$ cat config.mk
export PLATFORM = sky130hd
export DESIGN_NAME = rx_frame_assembler
export DESIGN_NICKNAME = d
export VERILOG_FILES = /design/src/rtl/hft_rx_pkg.sv /design/src/rtl/rx_byte_timer.sv /design/src/rtl/rx_frame_assembler.sv
export SDC_FILE = /design/constraint.sdc
export NUM_CORES = 1
export LEC_CHECK = 0
export ABC_AREA = 1
export CORE_ASPECT_RATIO = 1.75
export CORE_UTILIZATION = 51
export CTS_BUF_LIST = sky130_fd_sc_hd__clkbuf_8
export CTS_CLUSTER_SIZE = 20
export DETAILED_ROUTE_END_ITERATION = 10
export PLACE_DENSITY = 0.87
export SLEW_MARGIN = 10
export SYNTH_ARGS = -nofsm -noshare
export SYNTH_HDL_FRONTEND = slang
export SYNTH_SLANG_ARGS = --single-unit
export TNS_END_PERCENT = 10
$ cat constraint.sdc
create_clock -name clk -period 1.5 [get_ports clk]
set_clock_uncertainty 0.05 [all_clocks]
set_input_delay 0.3 -clock clk [delete_from_list [all_inputs] [get_ports clk]]
set_output_delay 0.3 -clock clk [all_outputs]
set_load 0.005 [all_outputs]
$ cat src/rtl/hft_rx_pkg.sv
// hft_rx_pkg: shared types and constants for the quote receive path
// (frame assembler, rx demux and system-level blocks).
package hft_rx_pkg;

    localparam logic [7:0]  SYNC_BYTE_DEFAULT = 8'hA5;
    localparam int unsigned PAYLOAD_BYTES     = 16;
    localparam int unsigned PAYLOAD_W         = 8 * PAYLOAD_BYTES;

    typedef enum logic [1:0] {
        HUNT    = 2'd0,
        ADDR    = 2'd1,
        PAYLOAD = 2'd2,
        CSUM    = 2'd3
    } rx_state_e;

    typedef struct packed {
        logic [7:0]  addr;
        logic [31:0] buyprice;
        logic [31:0] sellprice;
        logic [31:0] buyvol;
        logic [31:0] sellvol;
    } quote_t;

    // Payload arrives MSB-first, so the first field received ends up on top.
    function automatic quote_t to_quote(input logic [7:0]           a,
                                        input logic [PAYLOAD_W-1:0] p);
        quote_t q;
        q.addr      = a;
        q.buyprice  = p[127:96];
        q.sellprice = p[95:64];
        q.buyvol    = p[63:32];
        q.sellvol   = p[31:0];
        return q;
    endfunction

endpackage

$ cat src/rtl/rx_byte_timer.sv
// rx_byte_timer: inter-byte watchdog. Counts cycles since the last byte while
// running and flags expiry on the cycle the gap reaches LIMIT.
module rx_byte_timer #(
    parameter int unsigned LIMIT = 1_000_000
) (
    input  logic clk,
    input  logic reset,
    input  logic run_i,
    input  logic clear_i,
    output logic expire_o
);

    localparam int unsigned W    = (LIMIT < 2) ? 2 : $clog2(LIMIT + 1);
    localparam logic [W-1:0] LAST = W'(LIMIT - 1);
    localparam logic [W-1:0] ONE  = W'(1);

    logic [W-1:0] cnt_q, cnt_d;

    // The byte cycle itself counts as elapsed, so the count equals the gap
    // length and a strobe on the expiry cycle still wins.
    assign expire_o = run_i && !clear_i && (cnt_q == LAST);

    always_comb begin
        cnt_d = cnt_q;
        if (clear_i) begin
            cnt_d = ONE;
        end else if (!run_i || expire_o) begin
            cnt_d = '0;
        end else begin
            cnt_d = cnt_q + ONE;
        end
    end

    always_ff @(posedge clk) begin
        if (reset) begin
            cnt_q <= '0;
        end else begin
            cnt_q <= cnt_d;
        end
    end

endmodule

$ cat src/rtl/rx_frame_assembler.sv
// rx_frame_assembler: hunts for SYNC_BYTE, assembles an address + 4x32-bit quote,
// drops stalled frames. Define RX_FRAME_CSUM_EN to add the trailing XOR checksum byte.
module rx_frame_assembler
    import hft_rx_pkg::*;
#(
    parameter logic [7:0]  SYNC_BYTE      = SYNC_BYTE_DEFAULT,
    parameter int unsigned TIMEOUT_CYCLES = 1_000_000,
    parameter int unsigned CNT_W          = 16
) (
    input  logic             clk,
    input  logic             reset,
    input  logic [7:0]       rx_byte,
    input  logic             rx_byte_dv,
    output logic [7:0]       addr,
    output logic [31:0]      rx_buyprice,
    output logic [31:0]      rx_sellprice,
    output logic [31:0]      rx_buyvol,
    output logic [31:0]      rx_sellvol,
    output logic             rx_dv,
    output logic             csum_err,
    output logic             timeout_err,
    output logic [CNT_W-1:0] good_cnt,
    output logic [CNT_W-1:0] err_cnt
);

    localparam logic [3:0] LAST_IDX = 4'(PAYLOAD_BYTES - 1);

    rx_state_e            state_q, state_d;
    logic [7:0]           addr_sh_q, addr_sh_d;
    logic [PAYLOAD_W-1:0] shadow_q, shadow_d;
    logic [3:0]           idx_q, idx_d;
    quote_t               quote_q, quote_d;
    logic                 rx_dv_q, rx_dv_d;
    logic                 timeout_err_q, timeout_err_d;
    logic [CNT_W-1:0]     good_cnt_q, good_cnt_d;
    logic [CNT_W-1:0]     err_cnt_q, err_cnt_d;
    logic                 frame_good, frame_bad, timer_expire;
`ifdef RX_FRAME_CSUM_EN
    logic [7:0]           acc_q, acc_d;
    logic                 csum_err_q, csum_err_d;
`endif

    rx_byte_timer #(
        .LIMIT(TIMEOUT_CYCLES)
    ) u_timer (
        .clk      (clk),
        .reset    (reset),
        .run_i    (state_q != HUNT),
        .clear_i  (rx_byte_dv),
        .expire_o (timer_expire)
    );

    always_comb begin
        state_d       = state_q;
        addr_sh_d     = addr_sh_q;
        shadow_d      = shadow_q;
        idx_d         = idx_q;
        quote_d       = quote_q;
        rx_dv_d       = 1'b0;
        timeout_err_d = 1'b0;
        good_cnt_d    = good_cnt_q;
        err_cnt_d     = err_cnt_q;
        frame_good    = 1'b0;
        frame_bad     = 1'b0;
`ifdef RX_FRAME_CSUM_EN
        acc_d         = acc_q;
        csum_err_d    = 1'b0;
`endif

        if (rx_byte_dv) begin
            case (state_q)
                HUNT: begin
                    if (rx_byte == SYNC_BYTE) begin
                        state_d = ADDR;
                    end
                end
                ADDR: begin
                    addr_sh_d = rx_byte;
                    idx_d     = '0;
                    state_d   = PAYLOAD;
`ifdef RX_FRAME_CSUM_EN
                    acc_d     = rx_byte;
`endif
                end
                PAYLOAD: begin
                    shadow_d = {shadow_q[PAYLOAD_W-9:0], rx_byte};
                    idx_d    = idx_q + 4'd1;
`ifdef RX_FRAME_CSUM_EN
                    acc_d    = acc_q ^ rx_byte;
                    if (idx_q == LAST_IDX) begin
                        state_d = CSUM;
                    end
`else
                    if (idx_q == LAST_IDX) begin
                        frame_good = 1'b1;
                        state_d    = HUNT;
                    end
`endif
                end
`ifdef RX_FRAME_CSUM_EN
                CSUM: begin
                    if (rx_byte == acc_q) begin
                        frame_good = 1'b1;
                    end else begin
                        frame_bad  = 1'b1;
                        csum_err_d = 1'b1;
                    end
                    state_d = HUNT;
                end
`endif
                default: state_d = HUNT;
            endcase
        end else if (timer_expire) begin
            state_d       = HUNT;
            timeout_err_d = 1'b1;
        end

        // shadow_d already holds the final payload byte in the no-checksum build.
        if (frame_good) begin
            quote_d    = to_quote(addr_sh_q, shadow_d);
            rx_dv_d    = 1'b1;
            good_cnt_d = (good_cnt_q == '1) ? good_cnt_q : good_cnt_q + 1'b1;
        end
        if (frame_bad || timeout_err_d) begin
            err_cnt_d = (err_cnt_q == '1) ? err_cnt_q : err_cnt_q + 1'b1;
        end
    end

    always_ff @(posedge clk) begin
        if (reset) begin
            state_q       <= HUNT;
            addr_sh_q     <= '0;
            shadow_q      <= '0;
            idx_q         <= '0;
            quote_q       <= '0;
            rx_dv_q       <= 1'b0;
            timeout_err_q <= 1'b0;
            good_cnt_q    <= '0;
            err_cnt_q     <= '0;
        end else begin
            state_q       <= state_d;
            addr_sh_q     <= addr_sh_d;
            shadow_q      <= shadow_d;
            idx_q         <= idx_d;
            quote_q       <= quote_d;
            rx_dv_q       <= rx_dv_d;
            timeout_err_q <= timeout_err_d;
            good_cnt_q    <= good_cnt_d;
            err_cnt_q     <= err_cnt_d;
        end
    end

`ifdef RX_FRAME_CSUM_EN
    always_ff @(posedge clk) begin
        if (reset) begin
            acc_q      <= '0;
            csum_err_q <= 1'b0;
        end else begin
            acc_q      <= acc_d;
            csum_err_q <= csum_err_d;
        end
    end

    assign csum_err = csum_err_q;
`else
    assign csum_err = 1'b0;
`endif

    assign addr         = quote_q.addr;
    assign rx_buyprice  = quote_q.buyprice;
    assign rx_sellprice = quote_q.sellprice;
    assign rx_buyvol    = quote_q.buyvol;
    assign rx_sellvol   = quote_q.sellvol;
    assign rx_dv        = rx_dv_q;
    assign timeout_err  = timeout_err_q;
    assign good_cnt     = good_cnt_q;
    assign err_cnt      = err_cnt_q;

endmodule

==> results_dict.tcl <==
set metrics [dict create \
    crit_fanout 8 \
    ys_top_cells_by_count "372 x nor2_1, 332 x dfxtp_1, 263 x nand2_1" \
    drtAntennaViolNets 0 \
    syn_area_sq_mm 0.0132 \
    grt_start_max_net_pins 63 \
    cts_sinks 332 \
    fin_crit_ps 1830 \
    antenna_found_initial 0 \
    routedWlPerCell_um 19.3 \
    power_mw 18.4 \
    layout_setup_ws_ps -332 \
    grt_pass1_vias 12700 \
    grt_pass1_wl_um 64200 \
    power.leakage_nw 7.77 \
    avgSynthCellArea_sq_um 8.10 \
    postSynthCellCount 1627 \
    h-tree-depth 2 \
    finalWirelength_um 44700 \
    cts_buffer_depth 3 \
    synth_seq_cells 332 \
    core_area_sq_mm 0.0253 \
    ff_latch_area_sq_mm 0.00685 \
    cp.arrival_ps 2240 \
    yosysSeqAreaShare_pct 50.5 \
    globalRouteTotalUtil_pct 30.9 \
    clk_pin_slew_worst_paths_ps 70 \
    syn_to_final_growth_pct 43.3 \
    grt_overflow 0 \
    worst_hold_path_type "primary input to flip-flop" \
    violations "negative setup slack" \
    rsz0062_at_grt "true" \
    critPathRequiredTime_ps 1910 \
    numPortBuffers 180 \
    cap_violations 0 \
    status "finished with violations" \
    die_h_um 215 \
    synth-edff-count 0 \
    drc 0 \
    fillers 1559 \
    antenna_cells 0 \
    fp-row-count 77 \
    path_class "flip-flop to flip-flop" \
    die_area_sq_mm 0.0265 \
    synth.area.top_cells "dfxtp_1 50%, nor2_1 11%, nand2_1 7.5%" \
    drive_above_1_share_pct 40.2 \
    instances_no_fill 2320 \
    async_flop_share_pct 0 \
    first_iter_violations 924 \
    synth_top_area_share_pct 50.5 \
    place_inst 2161 \
    nets 1986 \
    hpwl_um 24200 \
    synth_cell_types 41 \
    end_kind "flip-flop" \
    dr_total_vias 13100 \
    die_w_um 123 \
    multi_input_area_sq_mm 0.00647 \
    io_pins 182 \
    final-setup-viol-count 237 \
    initial_core_util_pct 52.0 \
    yosysMostFrequentCell "nor2_1" \
    hold_violations 0 \
    avgViaCountPerCell 5.63 \
    start_kind "flip-flop" \
    cts_tree "built" \
    final_core_util_pct 74.5 \
    numCtsBuffers 48 \
    root_buffer "clkbuf_8" \
    synthFlopType "dfxtp_1" \
    peakVddDrop_v 0.000940 \
    slew_viol_final 0 \
    p_per_area_mw_per_mm2 974 \
    reg2reg_slack_ps -330 \
    synth_top_area_cell "dfxtp_1" \
    fin_crit_sh_pct 122 \
    yosysWarnings 0 \
    drt_first_pass_iters 7 \
    syn_nets 1646 \
    max_freq_mhz 546 \
    insertion_delay_ps 580 \
    place.gp.congestion 0.879 \
]
[layer usage]
metal | GRT usage [%] | vias up | share of wire (%)
li1 | - | 5994 | -
met1 | 31.3 | 6216 | 35
met2 | 54.7 | 623 | 52
met3 | 7.18 | 217 | 6.4
met4 | 20.8 | 0 | 7.1
met5 | 0 | - | 0
[kinds of logic after synthesis]
kind of cell	after synthesis	synth area share, %
xor gates and xnor gates	20	1.33
DFF	332	50.5
adders and majority gates	8	0.760
and+or+nand+nor	731	23.3
buffers and inverters	220	7.48
AOI/OAI and AO/OA	304	15.8
other	1	0.0285
muxes	11	0.836
[per-stage QoR]
stage / worst slack [ps] / area, sq um / hold slack [ps] / setup TNS (ps)
detailed placement: -564 / 16200 / 409 / -115550
global route: -367 / 18900 / 402 / -33830
global placement: -482 / 16200 / 397 / -104220
CTS: -120 / 18200 / 375 / -11590
finish: -332 / 18900 / 394 / -20570
floorplan: -38.4 / 13200 / 389 / -370
[layout by cell type (no fill, tap or decap), types with 9 or more instances in the layout]
master and instances:
nor2_1 339, inv_1 121, dfxtp_4 13, buf_12 25
nor2_4 22, xor2_1 14, nand4_1 15, nor2_2 17
dfxtp_2 123, o21ai_2 26, clkdlybuf4s15_1 38, o21ai_0 59
a21oi_1 27, clkbuf_2 44, buf_6 35, nand3_1 25
a211oi_1 22, dfxtp_1 196, clkdlybuf4s50_1 9, o21ai_1 55
nand2_1 245, nand3_2 17, buf_2 63, clkbuf_8 63
a211oi_2 106, buf_16 10, nand2_2 17, buf_4 133
[critical path, stage by stage (launching register included)]
cell and delay (ps):
dfxtp_2 340, inv_4 80, ha_4 170, nand2_8 100, nor2_8 140, buf_6 120
buf_12 170, buf_12 160, o21ai_0 80, nor2_1 300
[final timing paths]
| kind | startpoint | endpoint | cells after the start |
|---|---|---|---|
| worst min register to register | u_timer.cnt_q[19]$_SDFF_PP0_ | u_timer.cnt_q[19]$_SDFF_PP0_ | 2 |
| worst min-delay path | rx_byte[3] | addr_sh_q[3]$_SDFFE_PP0P_ | 4 |
| worst max register to register | state_q[0]$_SDFFE_PP0P_ | addr[2]$_SDFFE_PP0P_ | 9 |
| worst max-delay path | state_q[0]$_SDFFE_PP0P_ | addr[2]$_SDFFE_PP0P_ | 9 |
[registers in the layout (all words and copies together) (netlist names)]
register       count
rx_sellprice      32
state_q            2
rx_buyprice       32
rx_sellvol        32
timeout_err        1
addr               8
shadow_q         128
addr_sh_q          8
rx_buyvol         32
err_cnt           16
rx_dv              1
good_cnt          16
u_timer.cnt_q     20
idx_q              4
[timing repair]
action,CTS,global route
gates resized for setup,694,323
buffers inserted,51,6
endpoints found under the setup margin,407,383
hold buffers,1,0
hold endpoints to repair,11,0
cloned,8,8
pin swaps,41,44
[area by class of cell]
class	count	area share (%)
Sequential cell	332	36.3
Multi-Input combinational cell	1076	34.3
Clock buffer	63	4.59
Inverter	123	2.66
Tap cell	316	2.09
Clock inverter	24	0.994
Timing Repair inverter	1	0.0597
Timing Repair Buffer	385	19.1
[report_power, final]
part / internal (mW) / leakage [nW] / total [mW] / switching (mW)
Sequential: 9.00 / 2.76 / 9.12 / 0.124
Combinational: 0.487 / 4.43 / 1.39 / 0.904
Clock: 4.29 / 0.590 / 7.88 / 3.58
Note: power is estimated with default switching activity, not from simulation.
